**config.mk**
```make
export PLATFORM = sky130hd
export DESIGN_NAME = keypad_encoder
export DESIGN_NICKNAME = d
export VERILOG_FILES = /design/src/rtl/keypad_encoder_pkg.sv /design/src/rtl/button_debouncer.sv /design/src/rtl/keypad_encoder.sv
export SDC_FILE = /design/constraint.sdc
export NUM_CORES = 1
export LEC_CHECK = 0
export ABC_CLOCK_PERIOD_IN_PS = 3100
export CAP_MARGIN = 25
export CORE_MARGIN = 4
export CORE_UTILIZATION = 49
export CTS_CLUSTER_SIZE = 30
export DETAILED_ROUTE_END_ITERATION = 12
export PLACE_DENSITY = 0.76
export SLEW_MARGIN = 15
export SYNTH_ARGS = -nofsm -noshare
export SYNTH_HDL_FRONTEND = slang
export SYNTH_SLANG_ARGS = --single-unit
```
**constraint.sdc**
```tcl
create_clock -name clock -period 3.1 [get_ports clock]
set_clock_uncertainty 0.1 [all_clocks]
set_input_delay 0.31 -clock clock [delete_from_list [all_inputs] [get_ports clock]]
set_output_delay 0.31 -clock clock [all_outputs]
set_load 0.02 [all_outputs]
```
**src/rtl/keypad_encoder_pkg.sv**
```systemverilog
// Shared lock definitions: symbol width, default code length, encoder FSM
// states and the key-vector helpers used by the keypad encoder.
package keypad_encoder_pkg;

   localparam int SYM_W           = 2;
   localparam int LEN_W           = 3;
   localparam int MAX_LEN_DEFAULT = 4;

   typedef enum logic [1:0] {
      WAIT_RELEASE = 2'd0,
      IDLE         = 2'd1,
      SEND_CMP     = 2'd2
   } kp_state_e;

   function automatic logic one_hot4(input logic [3:0] v);
      return (v != 4'd0) && ((v & (v - 4'd1)) == 4'd0);
   endfunction

   function automatic logic [SYM_W-1:0] key_index(input logic [3:0] v);
      if (v[3])      return 2'd3;
      else if (v[2]) return 2'd2;
      else if (v[1]) return 2'd1;
      else           return 2'd0;
   endfunction

endpackage

```
**src/rtl/button_debouncer.sv**
```systemverilog
// Two-flop synchroniser followed by a shared stability counter; the debounced
// vector only follows the synchronised buttons after they hold still.
module button_debouncer #(
   parameter int WIDTH           = 5,
   parameter int DEBOUNCE_CYCLES = 500000
) (
   input  logic             clock,
   input  logic             resetn,
   input  logic [WIDTH-1:0] raw,
   output logic [WIDTH-1:0] db,
   output logic             settled
);

   localparam int               CNT_W   = $clog2(DEBOUNCE_CYCLES);
   localparam logic [CNT_W-1:0] CNT_MAX = CNT_W'(DEBOUNCE_CYCLES - 1);
   localparam logic [CNT_W-1:0] CNT_PRE = CNT_W'(DEBOUNCE_CYCLES - 2);

   logic [WIDTH-1:0] sync1_q, sync2_q, prev_q;
   logic [WIDTH-1:0] db_q, db_d;
   logic [CNT_W-1:0] cnt_q, cnt_d;

   // db loads on the same edge the counter reaches its top value
   always_comb begin
      cnt_d = cnt_q;
      db_d  = db_q;
      if (sync2_q != prev_q) begin
         cnt_d = '0;
      end else if (cnt_q == CNT_MAX || cnt_q == CNT_PRE) begin
         cnt_d = CNT_MAX;
         db_d  = sync2_q;
      end else begin
         cnt_d = cnt_q + 1'b1;
      end
   end

   always_ff @(posedge clock or negedge resetn) begin
      if (!resetn) begin
         sync1_q <= '0;
         sync2_q <= '0;
         prev_q  <= '0;
         cnt_q   <= '0;
         db_q    <= '0;
      end else begin
         sync1_q <= raw;
         sync2_q <= sync1_q;
         prev_q  <= sync2_q;
         cnt_q   <= cnt_d;
         db_q    <= db_d;
      end
   end

   assign db      = db_q;
   assign settled = (cnt_q == CNT_MAX) && (sync1_q == sync2_q);

endmodule

```
**src/rtl/keypad_encoder.sv**
```systemverilog
// Keypad transmit end: debounced one-hot keys become 2-bit symbol strobes,
// enter (or a full code in auto mode) becomes a compare strobe.
module keypad_encoder
   import keypad_encoder_pkg::*;
#(
   parameter int DEBOUNCE_CYCLES = 500000,
   parameter int MAX_LEN         = MAX_LEN_DEFAULT,
   parameter int AUTO_COMPARE    = 1
) (
   input  logic             clock,
   input  logic             resetn,
   input  logic [3:0]       key_raw,
   input  logic             enter_raw,
   output logic             input_value,
   output logic [SYM_W-1:0] bits,
   output logic             compare,
   output logic [LEN_W-1:0] pw_length,
   output logic             full
);

   localparam logic [LEN_W-1:0] LEN_MAX = LEN_W'(MAX_LEN);

   logic [4:0]       db;
   logic             settled;
   kp_state_e        state_q;
   logic             iv_q, cmp_q;
   logic [SYM_W-1:0] bits_q;
   logic [LEN_W-1:0] len_q;

   button_debouncer #(
      .WIDTH          (5),
      .DEBOUNCE_CYCLES(DEBOUNCE_CYCLES)
   ) u_debounce (
      .clock  (clock),
      .resetn (resetn),
      .raw    ({enter_raw, key_raw}),
      .db     (db),
      .settled(settled)
   );

   // Leaving WAIT_RELEASE also needs a settled debouncer, so a button held
   // through reset is not mistaken for a fresh press once reset lifts.
   always_ff @(posedge clock or negedge resetn) begin
      if (!resetn) begin
         state_q <= WAIT_RELEASE;
         iv_q    <= 1'b0;
         cmp_q   <= 1'b0;
         bits_q  <= '0;
         len_q   <= '0;
      end else begin
         iv_q  <= 1'b0;
         cmp_q <= 1'b0;
         case (state_q)
            WAIT_RELEASE: begin
               if (db == 5'd0 && settled) state_q <= IDLE;
            end
            IDLE: begin
               if (db[4]) begin
                  state_q <= SEND_CMP;
               end else if (one_hot4(db[3:0]) && len_q < LEN_MAX) begin
                  iv_q    <= 1'b1;
                  bits_q  <= key_index(db[3:0]);
                  len_q   <= len_q + 1'b1;
                  state_q <= (AUTO_COMPARE != 0 && (len_q + 1'b1) == LEN_MAX)
                             ? SEND_CMP : WAIT_RELEASE;
               end else if (db[3:0] != 4'd0) begin
                  state_q <= WAIT_RELEASE;
               end
            end
            SEND_CMP: begin
               cmp_q   <= 1'b1;
               len_q   <= '0;
               state_q <= WAIT_RELEASE;
            end
            default: state_q <= WAIT_RELEASE;
         endcase
      end
   end

   assign input_value = iv_q;
   assign bits        = bits_q;
   assign compare     = cmp_q;
   assign pw_length   = len_q;
   assign full        = (len_q == LEN_MAX);

endmodule

```
# After elaboration in Yosys (flattened, before gate mapping)

Index checks and enable logic that the tools add are counted.
W data, S select, Z words.

Word-level logic and storage cells: 61
Output and inout bits: 8
Register bits after elaboration: 48

$add $sub $neg: 3
Equality and inequality tests: 12
Order comparisons: 1
Multiplexer cells: 18
Bitwise logic cells: 3
Reductions and logical operators: 14

Operators with widths:

| kind                    | number |
|---|---|
| $eq A19 B19 Y1 const B  | 2 |
| $mux W19                | 2 |
| $add A19 B1 Y19 const B | 1 |
| $mux W2                 | 7 |
| $eq A3 B3 Y1 const B    | 2 |
| $mux W3                 | 2 |
| $ne A2 B2 Y1 const B    | 3 |
| $pmux W3 S2             | 1 |
| $reduce_and A3 Y1       | 2 |
| $eq A5 B5 Y1            | 1 |
| $logic_not A5 Y1        | 1 |
| $mux W1                 | 5 |
| $ne A5 B5 Y1            | 1 |
| $and A4 B4 Y4           | 1 |
| $logic_and A1 B1 Y1     | 4 |
| $logic_not A4 Y1        | 1 |
| $ne A4 B3 Y1 const B    | 1 |
| $pmux W2 S2             | 1 |
| $reduce_and A2 Y1       | 2 |
| $reduce_bool A4 Y1      | 1 |
| $sub A4 B1 Y4 const B   | 1 |
| $add A3 B1 Y3 const B   | 1 |
| $lt A3 B3 Y1 const B    | 1 |
| $eq A2 B1 Y1 const B    | 1 |
| other kinds (5)         | 6 |

# Depth between registers and ports, before layout

Gate-level depths: netlist of run 1.

Depth after elaboration: 8
Depth in mapped cells: 7
Mapped depth without buffers: 6

# By module

Synthesis of run 1 repeated with hierarchy kept, for this count alone.

Cell total of the unflattened synthesis: 191
Area, all modules: 2,153.3 µm²

Modules (own cells, without submodules):

| module           | area each (µm²) | cells each | times used |
|---|---|---|---|
| button_debouncer | 1,682.9         | 145        | 1 |
| keypad_encoder   | 470.5           | 46         | 1 |

# Least setup slack after synthesis of run 1

Ideal clock, no wire load.

Path type: flip-flop to flip-flop
From: register u_debounce.cnt_q[7]
To: register u_debounce.db_q[0] (netlist: u_debounce.db[0])
Library setup time: 0.128 ns
Slack: 1.275 ns
Cell stages (with the launch flop): 6
Path buffers: 0
Required time: 2.872 ns
Arrival time: 1.597 ns
Period minus slack after synthesis: 1.825 ns
Path through: dfrtp_1 nor4b_1 and4_1 o2111ai_4 nor2_4 mux2_1

Cells in the longest elaborated chain, start to end: 3
Elaborated cells between the ends (all ways): 4
Classes of those cells: eq/ne: 2; reduce/logical: 2

Ends and longest elaborated chain:

| what                                   | RTL line               | text |
|---|---|---|
| start: declaration                     | button_debouncer.sv:20 | `logic [CNT_W-1:0] cnt_q, cnt_d;` |
| start signal: assignment               | button_debouncer.sv:47 | `cnt_q <= cnt_d;` |
| $eq A19 B19 Y1                         | button_debouncer.sv:28 | `end else if (cnt_q == CNT_MAX \|\| cnt_q == CNT_PRE) begin` |
| $logic_or A1 B1 Y1 (*)                 | button_debouncer.sv:28 |  |
| $reduce_and A2 Y1 (no source line) (*) | n/a                    |  |
| end signal: assignment                 | button_debouncer.sv:42 | `db_q <= '0;` |
| end signal: assignment                 | button_debouncer.sv:48 | `db_q <= db_d;` |
| end: declaration                       | button_debouncer.sv:19 | `logic [WIDTH-1:0] db_q, db_d;` |

Every way passes the cells marked *; elsewhere a longest branch is shown, timed or not.
A chain may end at the register's enable or synchronous reset.

# Final worst setup path of run 1

From: register len_q[0] (netlist: pw_length[0])
To: output port full

Cells in the longest elaborated chain, start to end: 1

Ends and longest elaborated chain:

| what                     | RTL line             | text |
|---|---|---|
| start: declaration       | keypad_encoder.sv:28 | `logic [LEN_W-1:0] len_q;` |
| start signal: assignment | keypad_encoder.sv:63 | `len_q <= len_q + 1'b1;` |
| $eq A3 B3 Y1             | keypad_encoder.sv:84 | `assign full = (len_q == LEN_MAX);` |
| end: declaration         | keypad_encoder.sv:18 | `output logic full` |

No other way between the ends.

==> impl_metrics.ini, run 1 <==
[global_route]
grt_max_degree = 49
gr-usage-all-layers_pct = 14.54
gr-total-overflow = 0
grt_first_pass_wirelength_um = 5906
antenna_found_initial = 0
grt_pass1_vias = 1278

[final_layout]
diodes = 0
final_common_cell = dfrtp_1
fillers = 358
utilization_pct = 59.96
drive_gt1_share_pct = 6.132
mostFrequentLayoutCells = dfrtp_1 (48), nor2_1 (23), xnor2_1 (15), clkdlybuf4s50_1 (13), inv_1 (12)
finalInstanceArea_mm2 = 0.002485
area_growth_pct = 14.07
nets = 226

[worst_hold_path]
hold_start = u_debounce.sync1_q[2]
hold_path.class = flop to flop
min_delay_path_depth = 0
holdPathEnd = u_debounce.sync2_q[2]

[drt]
highest_layer = met4
wl_met3_um = 98
ant_nets = 0
wl_per_cell_um = 13.23
wl_um = 3467
num_vias = 1366
vias_per_cell = 5.214
wl_met2_um = 1581
drc_errors = 0
firstDrtPassIters = 4
drt-initial-drc-count = 66
wl_met1_um = 1721

[clocking]
cts_setup_buffers = 0
cts_num_sinks = 48
cts_buffers = 5
clk_pin_slew_worst_paths_ns = 0.09
cts_hold_buf = 0
ctsResizeCount = 0
h-tree-depth = 2
cts_tree = built
clock_latency_ns = 0.30
max-clock-path-buffers = 2
cts-root-buf = clkbuf_8

[sta]
worst_pin_slew_ns = 0.4925
slew_violations = 0
post-route-period-util_pct = 67.34
hold_violations = 0
grt_setup_unrepaired = no
fmax_mhz = 479.1
fin_tns_setup_ns = 0
min_period_ns = 2.087
setup_viol = 0
relSlewSlack_pct = 66.86

[die]
dieArea_mm2 = 0.005576
start_util_pct = 52.57
boundaryPins = 15
rows = 23
dieHeight_um = 74.68
core_mm2 = 0.004144
fp.dieW_um = 74.68

[critical_path]
critPathCaptureType = primary output
required_ns = 2.69
start_kind = flop
cp_max_fo = 6
r2r_start = u_debounce.cnt_q[7]
rrSetupSlack_ns = 1.04
arrival_ns = 1.68
worstRegToRegCells = 5
r2r_end = u_debounce.db[2]
crit_type = flop to primary output

[yosys]
yosysSeqAreaShare_pct = 55.14
yosysUniqueCellTypes = 34
synth.avg_cell_area_um2 = 11.35
synth_seq_cells = 48
syn_nets = 207
netlist_area_mm2 = 0.002178
yosys_warnings = 0
syn_inst = 192

[placement]
numPortBuffers = 14
gp_congestion = 0.7840
dp_hpwl_um = 2489
place_area_mm2 = 0.002357

[job]
cap_violations = 0

[outcome]
status = completed

[pwr]
irDropWorstVdd_v = 0.0002973
p_leak_nw = 1.073
cellPowerDensity_mw_per_mm2 = 430.4
[worst max-delay path: stages (launching register included)]
cell             delay (ns)
dfrtp_1                0.44
inv_1                  0.09
ha_1                   0.14
and2_1                 0.11
clkdlybuf4s50_1        0.59
[power by group]
group | internal, mW | leakage (nW) | total, mW | switching [mW]
logic | 0.0182 | 0.394 | 0.0385 | 0.0203
registers | 0.636 | 0.636 | 0.645 | 0.00865
clock network | 0.181 | 0.0434 | 0.386 | 0.206
[registers in the layout, indices dropped and copies added (netlist names)]
| name | count |
|---|---|
| bits | 2 |
| pw_length | 3 |
| u_debounce.db | 5 |
| input_value | 1 |
| u_debounce.sync2_q | 5 |
| state_q | 2 |
| u_debounce.cnt_q | 19 |
| compare | 1 |
| u_debounce.prev_q | 5 |
| u_debounce.sync1_q | 5 |
[area by class of cell]
type,instances,area (µm²),share of cell area [%]
flip-flops and latches,48,1201,48.34
multi-input cells,128,913.4,36.76
repair buffers,16,165.2,6.647
clock buffers,6,82.58,3.323
well taps,50,62.56,2.518
inverters,12,45.04,1.813
clock inverters,2,15.01,0.6042
[cells by family after synthesis]
logic type	count (synthesis)	synth area share (%)
AND/OR/NAND/NOR	68	16.66
multiplexers	9	4.480
XOR/XNOR	26	10.45
buffers and inverters	16	2.929
AO/OA/AOI/OAI	17	5.744
adder cells (fa/ha/maj)	8	4.595
flip-flops	48	55.14
[synthesized netlist by cell type]
master | count | area (µm²)
a211oi_1 | 1 | 7.510
a21oi_1 | 6 | 30.03
a31oi_1 | 2 | 12.51
and2_1 | 2 | 12.51
and3_1 | 8 | 50.05
and4_1 | 3 | 26.28
buf_2 | 2 | 10.01
clkbuf_1 | 1 | 3.750
clkbuf_2 | 1 | 5.000
dfrtp_1 | 48 | 1201
ha_1 | 8 | 100.1
inv_1 | 12 | 45.04
mux2_1 | 5 | 56.30
mux2_2 | 1 | 11.26
mux2i_1 | 3 | 30.03
nand2_1 | 6 | 22.52
nand2b_1 | 3 | 18.77
nand3_1 | 9 | 45.04
nor2_1 | 23 | 86.33
nor2_4 | 1 | 11.26
nor3_1 | 5 | 25.02
nor3b_1 | 1 | 7.510
nor4_1 | 1 | 6.260
nor4b_1 | 4 | 35.03
nor4bb_1 | 1 | 10.01
o2111ai_4 | 1 | 26.28
o211ai_1 | 1 | 7.510
o21a_1 | 1 | 7.510
o21ai_0 | 2 | 10.01
o31ai_1 | 2 | 15.01
o41ai_1 | 1 | 8.760
or3_1 | 1 | 6.260
xnor2_1 | 15 | 131.4
xor2_1 | 11 | 96.34
[stage by stage]
step / power, mW / hold slack, ns / instances / worst slack (ns)
6_report: 1.070 / 0.2994 / 262 / 1.013
2_1_floorplan: 0.6699 / -0.08559 / 192 / 1.275
3_3_place_gp: 0.6927 / 0.2784 / 252 / 1.076
4_1_cts: 1.081 / 0.1031 / 260 / 0.9811
5_1_grt: 1.119 / 0.3187 / 262 / 0.9155
3_5_place_dp: 0.6932 / 0.2830 / 252 / 1.062
[per-layer routing]
metal,track usage [%],vias up
met1,19.56,648
met2,21.85,20
li1,-,693
met3,4.406,5
met5,0,-
met4,6.522,0
[worst max path at each step]
stage,startpoint,end,cells past startpoint
floorplan,u_debounce.cnt_q[7],u_debounce.db[0],5
global placement,u_debounce.cnt_q[7],u_debounce.db[1],5
detailed placement,u_debounce.cnt_q[7],u_debounce.db[2],5
CTS,pw_length[0],full,4
global route,u_debounce.sync2_q[0],u_debounce.db[4],5
finish,pw_length[0],full,4
No activity file was read; power rests on OpenSTA's default activity.
==> run 2: changes to the inputs <==
- ABC_CLOCK_PERIOD_IN_PS: 3100 -> 2100
- clock period: 3.1 -> 2.1 ns (I/O delays scaled with it)
==> impl_metrics.ini, run 2 (synthesis gave the netlist of run 1 again) <==
[outcome]
status = completed

[clocking]
cts_tree = built
clk_pin_slew_worst_paths_ns = 0.08
cts-root-buf = clkbuf_8
max-clock-path-buffers = 2
cts_buffers = 5
cts_setup_buffers = 0
h-tree-depth = 2
clock_latency_ns = 0.29
cts_num_sinks = 48

[pwr]
switching_share_pct = 19.82
internal-power_mw = 1.319
power_frac_seq_pct = 57.9
clock_power_share_pct = 38.6
irDropWorstVdd_v = 0.0005524
switchingPower_mw = 0.3261
cellPowerDensity_mw_per_mm2 = 654.6
finalPower_mw = 1.645
p_leak_nw = 1.091
combPwrFrac_pct = 3.5

[global_route]
antenna_found_initial = 0
gr-usage-all-layers_pct = 15.14
grt_pass1_vias = 1368
grt_first_pass_wirelength_um = 6320
grt_max_degree = 27
gr-total-overflow = 0

[critical_path]
rrSetupSlack_ns = 0.05
path_delay_family = simple AND/OR/NAND/NOR gates
required_ns = 2.18
crit_buf_inv = 0
arrival_ns = 2.13
critPathCaptureType = flop
slowest_stage = dfrtp_1
start_kind = flop
crit_type = flop to flop
cp_max_fo = 7
slowest_delay_ns = 0.42
crit_chain = nor4bb_1 -> and4_1 -> o2111ai_4 -> nor2_4 -> mux2_1

[sta]
fmax_mhz = 488.9
slew_violations = 0
hold_violations = 0
grt_setup_unrepaired = no
min_period_ns = 2.045
fin_tns_setup_ns = 0
relSlewSlack_pct = 65.78
setup_viol = 0
worst_pin_slew_ns = 0.5133
post-route-period-util_pct = 97.40
fin_ws_ns = 0.05457
hold_ws_ns = 0.2464

[drt]
drc_errors = 0
num_vias = 1398
ant_nets = 0
wl_per_cell_um = 13.35
vias_per_cell = 5.316
drt-initial-drc-count = 57
wl_um = 3510
firstDrtPassIters = 4

[die]
dieArea_mm2 = 0.005576
dieHeight_um = 74.68
boundaryPins = 15
start_util_pct = 52.57
rows = 23
core_mm2 = 0.004144
fp.dieW_um = 74.68

[final_layout]
utilization_pct = 60.66
largest_reg_flops = 19
fin_cells = 263
finalInstanceArea_mm2 = 0.002514
final_common_cell = dfrtp_1
drive_gt1_share_pct = 7.042
nets = 227
regMostFlops = u_debounce.cnt_q
area_growth_pct = 15.39
diodes = 0
mostFrequentLayoutCells = dfrtp_1 (48), nor2_1 (23), xnor2_1 (15), clkdlybuf4s50_1 (13), inv_1 (12)

[placement]
place_ws_ns = 0.08618
numPortBuffers = 14
gp_congestion = 0.7851
place_area_mm2 = 0.002385
dp_hpwl_um = 2571
dp.cells = 254

[worst_hold_path]
hold_path.class = primary input to flop

[job]
cap_violations = 0
[run 2: area by class of cell]
type | count | area (µm²)
fill | 337 | 1630
clock inverter | 2 | 35.03
timing repair buffer | 17 | 172.7
multi-input combinational | 128 | 924.6
clock buffer | 6 | 72.57
inverter | 12 | 45.04
tap | 50 | 62.56
sequential | 48 | 1201
[run 2: path summary, 6_finish.rpt]
path / start / to / cells past startpoint
setup / recovery: u_debounce.cnt_q[14] / u_debounce.db[0] / 5
hold / removal: key_raw[0] / u_debounce.sync1_q[0] / 1
setup reg to reg: u_debounce.cnt_q[14] / u_debounce.db[0] / 5
hold reg to reg: u_debounce.sync1_q[4] / u_debounce.sync2_q[4] / 0
max in group asynchronous: resetn / compare / 3
min in group asynchronous: resetn / u_debounce.sync1_q[2] / 2
[run 2: routing by layer]
metal / share of wire [%] / vias to the layer above / track usage [%] / wire, µm
li1: - / 687 / - / -
met1: 50 / 690 / 20.52 / 1739
met5: 0 / - / 0 / 0
met4: 1.4 / 0 / 5.929 / 49
met2: 46 / 17 / 23.41 / 1614
met3: 3.0 / 4 / 4.005 / 106
[run 2: what timing repair did]
action,in CTS,in global routing
endpoints found under the hold margin,22,0
setup endpoints to repair,0,6
hold buffers,1,0
resized for setup,0,2
[run 2: worst register-to-register path, delay by kind of cell (launching register included)]
kind	cells	cell delay, ns
flops	1	0.42
mux	1	0.34
compound gates	1	0.21
simple gates	3	0.88
[run 2: power groups by stage]
stage               registers, mW  clock network [mW]  logic (mW)
global placement            0.970                   0      0.0585
global route                0.956               0.700      0.0660
detailed placement          0.971                   0      0.0592
floorplan                   0.968                   0      0.0213
CTS                         0.953               0.650      0.0608
finish                      0.952               0.635      0.0584
